`config.mk`:
```
export PLATFORM = sky130hd
export DESIGN_NAME = rvfi_retire_comparator
export DESIGN_NICKNAME = d
export VERILOG_FILES = /design/src/rtl/rvfi_retire_comparator.sv
export SDC_FILE = /design/constraint.sdc
export NUM_CORES = 2
export LEC_CHECK = 0
export CAP_MARGIN = 5
export CELL_PAD_IN_SITES_DETAIL_PLACEMENT = 0
export CELL_PAD_IN_SITES_GLOBAL_PLACEMENT = 2
export CORE_ASPECT_RATIO = 1.4
export CORE_MARGIN = 1.5
export CORE_UTILIZATION = 51
export DETAILED_ROUTE_END_ITERATION = 8
export GPL_TIMING_DRIVEN = 0
export PLACE_DENSITY = 0.91
export RECOVER_POWER = 50
export SYNTH_ARGS = -nofsm -noshare
export SYNTH_HDL_FRONTEND = slang
export SYNTH_SLANG_ARGS = --single-unit
```
`constraint.sdc`:
```
create_clock -name clk_i -period 31 [get_ports clk_i]
set_clock_uncertainty 0.15 [all_clocks]
set_input_delay 9.3 -clock clk_i [delete_from_list [all_inputs] [get_ports clk_i]]
set_output_delay 9.3 -clock clk_i [all_outputs]
set_load 0.1 [all_outputs]
```
`src/rtl/rvfi_retire_comparator.sv`:
```
// Pairs reference-model and DUT RVFI retirements in order, compares them
// field by field and reports per-pair results, counters and sticky flags.
//
// state  | meaning
// ACTIVE | popping and comparing one pair per cycle while both sides hold data
// HALTED | comparison stopped (mismatch or timeout); only reset leaves it
module rvfi_retire_comparator #(
    parameter int DEPTH            = 8,
    parameter int TIMEOUT          = 1000,
    parameter int STOP_ON_MISMATCH = 1
) (
    input  logic        clk_i,
    input  logic        rst_i,
    input  logic        ref_valid_i,
    input  logic [63:0] ref_order_i,
    input  logic [31:0] ref_pc_i,
    input  logic [31:0] ref_insn_i,
    input  logic        ref_trap_i,
    input  logic [4:0]  ref_rd_addr_i,
    input  logic [31:0] ref_rd_wdata_i,
    input  logic        dut_valid_i,
    input  logic [63:0] dut_order_i,
    input  logic [31:0] dut_pc_i,
    input  logic [31:0] dut_insn_i,
    input  logic        dut_trap_i,
    input  logic [4:0]  dut_rd_addr_i,
    input  logic [31:0] dut_rd_wdata_i,
    output logic        cmp_valid_o,
    output logic        cmp_mismatch_o,
    output logic [5:0]  cmp_field_o,
    output logic [63:0] cmp_order_o,
    output logic [31:0] match_cnt_o,
    output logic [31:0] mismatch_cnt_o,
    output logic        overflow_o,
    output logic        timeout_o,
    output logic        halted_o
);

    localparam int          AW         = $clog2(DEPTH);
    localparam logic [31:0] TIMEOUT_M1 = 32'(TIMEOUT - 1);

    typedef struct packed {
        logic [63:0] order;
        logic [31:0] pc;
        logic [31:0] insn;
        logic        trap;
        logic [4:0]  rd_addr;
        logic [31:0] rd_wdata;
    } entry_t;

    typedef enum logic {
        ACTIVE,
        HALTED
    } state_t;

    // Index 0 is the reference side, index 1 the DUT side.
    state_t      state;
    state_t      state_next;
    entry_t      in_entry [2];
    entry_t      head     [2];
    entry_t      mem      [2][DEPTH];
    logic [AW:0] wr_ptr   [2];
    logic [AW:0] rd_ptr   [2];
    logic [1:0]  valid;
    logic [1:0]  empty;
    logic [1:0]  full;
    logic [1:0]  push;
    logic [1:0]  drop;
    logic        pop;
    logic        one_side;
    logic        both_trap;
    logic        tmo_hit;
    logic [5:0]  field;
    logic [31:0] tmo_cnt;

    assign in_entry[0] = {ref_order_i, ref_pc_i, ref_insn_i, ref_trap_i,
                          ref_rd_addr_i, ref_rd_wdata_i};
    assign in_entry[1] = {dut_order_i, dut_pc_i, dut_insn_i, dut_trap_i,
                          dut_rd_addr_i, dut_rd_wdata_i};
    assign valid       = {dut_valid_i, ref_valid_i};

    // FIFO status and head-of-queue read for both sides.
    always_comb begin
        for (int i = 0; i < 2; i++) begin
            empty[i] = (wr_ptr[i] == rd_ptr[i]);
            full[i]  = (wr_ptr[i][AW] != rd_ptr[i][AW]) &&
                       (wr_ptr[i][AW-1:0] == rd_ptr[i][AW-1:0]);
            head[i]  = mem[i][rd_ptr[i][AW-1:0]];
        end
    end

    // A pop frees a slot in the same cycle, so a full FIFO still accepts a push then.
    always_comb begin
        pop      = (state == ACTIVE) && !empty[0] && !empty[1];
        one_side = (empty[0] != empty[1]);
        for (int i = 0; i < 2; i++) begin
            push[i] = valid[i] && (!full[i] || pop);
            drop[i] = valid[i] && full[i] && !pop;
        end
    end

    // Field comparison; rd fields are ignored when both sides trapped,
    // and rd_wdata only matters when the reference wrote a real register.
    always_comb begin
        field     = '0;
        both_trap = head[0].trap && head[1].trap;
        field[0]  = (head[0].order != head[1].order);
        field[1]  = (head[0].pc    != head[1].pc);
        field[2]  = (head[0].insn  != head[1].insn);
        field[3]  = (head[0].trap  != head[1].trap);
        if (!both_trap) begin
            field[4] = (head[0].rd_addr != head[1].rd_addr);
            if (head[0].rd_addr != 5'd0) begin
                field[5] = (head[0].rd_wdata != head[1].rd_wdata);
            end
        end
    end

    // FIFO pointers.
    always_ff @(posedge clk_i) begin
        if (rst_i) begin
            for (int i = 0; i < 2; i++) begin
                wr_ptr[i] <= '0;
                rd_ptr[i] <= '0;
            end
        end else begin
            for (int i = 0; i < 2; i++) begin
                if (push[i]) wr_ptr[i] <= wr_ptr[i] + 1'b1;
                if (pop)     rd_ptr[i] <= rd_ptr[i] + 1'b1;
            end
        end
    end

    // FIFO storage; contents are don't-care until the pointers cover them.
    always_ff @(posedge clk_i) begin
        for (int i = 0; i < 2; i++) begin
            if (push[i]) mem[i][wr_ptr[i][AW-1:0]] <= in_entry[i];
        end
    end

    // Registered compare results, saturating counters and the overflow flag.
    always_ff @(posedge clk_i) begin
        if (rst_i) begin
            cmp_valid_o    <= 1'b0;
            cmp_mismatch_o <= 1'b0;
            cmp_field_o    <= '0;
            cmp_order_o    <= '0;
            match_cnt_o    <= '0;
            mismatch_cnt_o <= '0;
            overflow_o     <= 1'b0;
        end else begin
            cmp_valid_o <= pop;
            if (pop) begin
                cmp_mismatch_o <= |field;
                cmp_field_o    <= field;
                cmp_order_o    <= head[1].order;
                if (|field) begin
                    if (mismatch_cnt_o != '1) mismatch_cnt_o <= mismatch_cnt_o + 32'd1;
                end else begin
                    if (match_cnt_o != '1) match_cnt_o <= match_cnt_o + 32'd1;
                end
            end
            if (|drop) overflow_o <= 1'b1;
        end
    end

    // Starvation timer: runs while only one side holds entries.
    assign tmo_hit = one_side && (tmo_cnt >= TIMEOUT_M1);

    always_ff @(posedge clk_i) begin
        if (rst_i) begin
            tmo_cnt   <= '0;
            timeout_o <= 1'b0;
        end else if (pop || (empty[0] && empty[1])) begin
            tmo_cnt <= '0;
        end else if (one_side) begin
            if (tmo_cnt != '1) tmo_cnt <= tmo_cnt + 32'd1;
            if (tmo_hit) timeout_o <= 1'b1;
        end
    end

    // State register.
    always_ff @(posedge clk_i) begin
        if (rst_i) state <= ACTIVE;
        else       state <= state_next;
    end

    // Next-state logic.
    always_comb begin
        state_next = state;
        case (state)
            ACTIVE: begin
                if (((STOP_ON_MISMATCH != 0) && pop && (|field)) || tmo_hit || timeout_o) begin
                    state_next = HALTED;
                end
            end
            HALTED:  state_next = HALTED;
            default: state_next = ACTIVE;
        endcase
    end

    assign halted_o = (state == HALTED);

endmodule

```
==> metrics.md <==
| Metric | Value |
|---|---|
| Seq. cell area | `83660 um2` |
| Post CTS Setup Buffer Count | `0` |
| Fin. Hold Viols | `0` |
| Reg2reg path depth | `16` |
| M2 GR Usage | `between 40% and 50%` |
| Worst Hold Class | `reg2reg` |
| Placer Congestion | `0.8935` |
| MaxCap Viol Count | `8` |
| Fin. max-slew vios | `140` |
| Worst setup SP type | `primary input` |
| DRC Markers | `0` |
| Clock sinks | `approximately 2800` |
| Die extent in x | `around 400 um` |
| Boundary Pins | `~480` |
| Sequential-to-total area share from yosys stat | `between 70% and 80%` |
| R2R Setup Slk | `24.13 ns` |
| Mapped Area | `around 110000 um2` |
| Syn Nets | `roughly 5700` |
| Total number of vias | `between 50000 and 60000` |
| Final worst-path cycle share | `between 40% and 50%` |
| End of the critical path | `mem[0][2073]` |
| Met1 layer usage reported by global route | `34.98%` |
| Rel. slew slack | `-51.65%` |
| Crit path buf inv count | `6` |
| Share of cells above drive strength 1 | `a little over a fifth` |
| GRT overflow | `0` |
| # hold bufs at CTS | `0` |
| Peak Freq | `about 0.078 GHz` |
| Fin nets | `around 6600` |
| Layout fillers | `around 15000` |
| Worst-path maximum fanout | `21` |
| Multi-input logic area | `about 24000 um2` |
| Clock-pin slew on the worst setup and hold paths | `about 0.06 ns` |
| First-pass GRT wire length | `about 430000 um` |
| Clk Latency, worst-skew pair | `approximately 0.94 ns` |
| Hold Path Stages | `2` |
| Sw Ratio | `33.60%` |
| Final Core Density | `60.73%` |
| Gr usage total | `28.67%` |
| TritonCTS clock tree | `built` |
| Overall Power | `about 12 mW` |
| Number of port buffers | `roughly 470` |
| Drt via density | `6.135` |
| PostCTS Resize Cnt | `0` |
| P&R area growth vs syn | `18.39%` |
| Die area | `~220000 um2` |
| Design internal power | `7.763 mW` |
| Clock period minus worst slack | `roughly 13 ns` |
| Core area | `between 200000 and 250000 um2` |
| R2r startpoint | `rd_ptr[0][0]` |
| Row Count | `between 200 and 250` |
| Slowest-stage cell, CP | `clkbuf_1` |
| Clock root buffer master | `clkbuf_16` |
| Largest stage delay, worst path | `roughly 1.2 ns` |
| Synth cell types | `54` |
| DRT Wirelength | `approximately 310000 um` |
| RSZ-0062 raised after global routing | `false` |
| Final worst slack | `18.11 ns` |
| Post-Synthesis Mean Instance Area | `about 21 um2` |
| Combinational Power Share | `31.7%` |
| Family with the most delay on the worst path | `buffers and inverters` |
| Wire per inst | `approximately 33 um` |
| CTS Buf Count | `around 280` |
| Crit. End Element | `flip-flop` |
| Largest net degree at the start of global routing | `27` |
| Post-place setup slack | `18.29 ns` |
| Cells after Synth | `approximately 5300` |
| Die Span Y | `around 550 um` |
| Cell area power density | `~90 nW/um2` |
| Critical path cell sequence | `dlygate4sd3_1 -> nand2b_1 -> inv_1 -> nand2_1 -> nor2_1 -> clkbuf_1 -> clkbuf_1 -> buf_12 -> buf_12` |
| Clk pwr share | `~29%` |
| Met3 Resource Use GR | `approximately 9.0%` |
| WHS | `about 0.32 ns` |
| WP data required | `31.45 ns` |
| Post-DP HPWL | `about 230000 um` |
| Initial antenna violation count | `approximately 210` |
| Tightest Pin Transition | `around 2.3 ns` |
| Final setup fails | `0` |
| Syn. warnings | `0` |
| Vias in the first global route | `around 57000` |
| TritonRoute pass-1 iters | `6` |
| Arr. time, crit path | `between 10 and 15 ns` |
| Synthesized flop and latch total | `~2800` |
| Leakage | `between 40 and 50 nW` |
| H-tree levels | `5` |
| Critical path class | `in2reg` |
| Initial Util | `between 50% and 60%` |
| R2r endpoint | `mismatch_cnt_o[11]` |
| GR peak layer | `met2` |
| CTS Buffer Depth | `4` |
| Crit path launch | `dut_valid_i` |
| VDD IR max | `~0.11 mV` |
| Sw Pwr | `just under 4 mW` |
| CP Depth | `9` |
| Sequential cell fraction of total power | `roughly two fifths` |
| Antenna viol nets, final | `0` |
| Status | `finished, violations left` |
| Failing checks | `max-capacitance violations, max-slew violations` |
| DRT iter0 DRCs | `between 6000 and 7000` |
## kinds of logic after synthesis
| kind of cell | count (synthesis) | share of synthesized area [%] |
|---|---|---|
| xor gates and xnor gates | 223 | 1.779 |
| AOI/OAI and AO/OA | 201 | 1.231 |
| muxes | 946 | 15.50 |
| adders and majority gates | 8 | 0.09118 |
| DFF | 2843 | 76.20 |
| buffers and inverters | 279 | 1.539 |
| and+or+nand+nor | 847 | 3.657 |
## layer usage
| metal | vias to the layer above | routed length (um) |
|---|---|---|
| met2 | 3250 | 149800 |
| li1 | 23680 | - |
| met3 | 763 | 35090 |
| met4 | 144 | 19980 |
| met5 | - | 916 |
| met1 | 29770 | 107600 |
## layout by cell type, fill, tap and decap left out, drive strengths merged, types with 28 or more instances in the layout
| master | count |
|---|---|
| buf | 368 |
| xnor2 | 114 |
| nand2b | 51 |
| nor3 | 44 |
| dfxtp | 171 |
| clkinv | 91 |
| edfxtp | 2672 |
| clkbuf | 413 |
| bufinv | 30 |
| or3 | 28 |
| mux2i | 321 |
| nor2 | 210 |
| a211oi | 33 |
| mux4 | 601 |
| dlygate4sd3 | 335 |
| diode | 71 |
| nand4 | 48 |
| nand2 | 295 |
| o21ai | 41 |
| clkdlybuf4s50 | 139 |
| a21oi | 47 |
| xor2 | 109 |
| nand3 | 41 |
| nor4 | 45 |
## area by class of cell
cell class / instances / share of cell area (%)
Antenna cell: 71 / 0.1367
Buffer: 261 / 1.248
Clock buffer: 341 / 5.761
Clock inverter: 136 / 1.097
Inverter: 18 / 0.05198
Multi-Input combinational cell: 2225 / 18.84
Sequential cell: 2843 / 64.36
Tap cell: 2842 / 2.736
Timing Repair Buffer: 653 / 5.763
## flip-flops by register name, summed over array words and instances, names as in the netlist
| register | flops |
|---|---|
| rd_ptr | 8 |
| overflow_o | 1 |
| cmp_mismatch_o | 1 |
| timeout_o | 1 |
| mem | 2656 |
| mismatch_cnt_o | 32 |
| tmo_cnt | 32 |
| cmp_field_o | 6 |
| cmp_order_o | 64 |
| match_cnt_o | 32 |
| cmp_valid_o | 1 |
| halted_o | 1 |
| wr_ptr | 8 |
## cells in the mapped netlist (all sizes together)
| master | count | area share [%] |
|---|---|---|
| nand2b | 51 | 0.29 |
| a22o | 18 | 0.14 |
| nand2 | 295 | 1.0 |
| a211o | 1 | 0.0080 |
| nor3b | 1 | 0.0068 |
| nor2b | 18 | 0.10 |
| and4 | 11 | 0.088 |
| clkbuf | 60 | 0.21 |
| edfxtp | 2672 | 73 |
| nand3 | 41 | 0.19 |
| a22oi | 21 | 0.15 |
| dfxtp | 171 | 3.1 |
| a31oi | 3 | 0.017 |
| and2 | 14 | 0.080 |
| buf | 201 | 1.3 |
| xnor2 | 114 | 0.91 |
| ha | 8 | 0.091 |
| a211oi | 33 | 0.23 |
| and3 | 17 | 0.097 |
| or3b | 3 | 0.024 |
| mux4 | 601 | 12 |
| and2b | 2 | 0.014 |
| o21ai | 41 | 0.19 |
| a21oi | 47 | 0.21 |
| nor2 | 210 | 0.72 |
| nand4b | 1 | 0.0080 |
| inv | 18 | 0.062 |
| nor4 | 45 | 0.27 |
| nand4 | 48 | 0.29 |
| mux2i | 321 | 2.9 |
| xor2 | 109 | 0.87 |
| mux2 | 24 | 0.25 |
| or3 | 28 | 0.16 |
| or4 | 12 | 0.082 |
| o2111ai | 1 | 0.0080 |
| or2 | 4 | 0.023 |
| a221oi | 25 | 0.20 |
| nand3b | 2 | 0.014 |
| nor3 | 44 | 0.20 |
| o31ai | 6 | 0.041 |
| o211ai | 2 | 0.014 |
| a21o | 3 | 0.021 |
## worst register-to-register path, delay by kind of cell (launching register included)
kind	cells	cell delay, ns
compound gates	2	0.32
mux	1	0.75
buf+inv	7	2.36
flops	1	0.39
xor+xnor	1	0.28
simple gates	5	2.52
## metrics by stage
step	TNS, ns	instance area (um2)	instances
final	0	130000	9390
after global routing	0	129800	9333
after CTS	0	130000	9319
after detailed placement	0	121100	8842
after global placement	-2301.05	118100	8663
after floorplan	0	109800	5347
## how the worst min path moves through the flow
stage,end,startpoint,slack (ns)
2_1_floorplan,tmo_cnt[8],tmo_cnt[8],0.32
3_5_place_dp,cmp_field_o[4],cmp_field_o[4],0.31
5_1_grt,cmp_field_o[4],cmp_field_o[4],0.35
4_1_cts,cmp_field_o[4],cmp_field_o[4],0.32
3_3_place_gp,cmp_field_o[4],cmp_field_o[4],0.31
6_report,cmp_field_o[4],cmp_field_o[4],0.32
## power by group through the flow
| stage | clock [mW] | sequential (mW) | combinational [mW] |
|---|---|---|---|
| global placement | 0 | 4.86 | 3.57 |
| finish | 3.37 | 4.61 | 3.71 |
| CTS | 3.40 | 4.61 | 3.72 |
| detailed placement | 0 | 4.69 | 3.70 |
| floorplan | 0 | 5.00 | 1.92 |
| global route | 3.54 | 4.63 | 3.81 |
No activity file was read; power rests on OpenSTA's default activity.
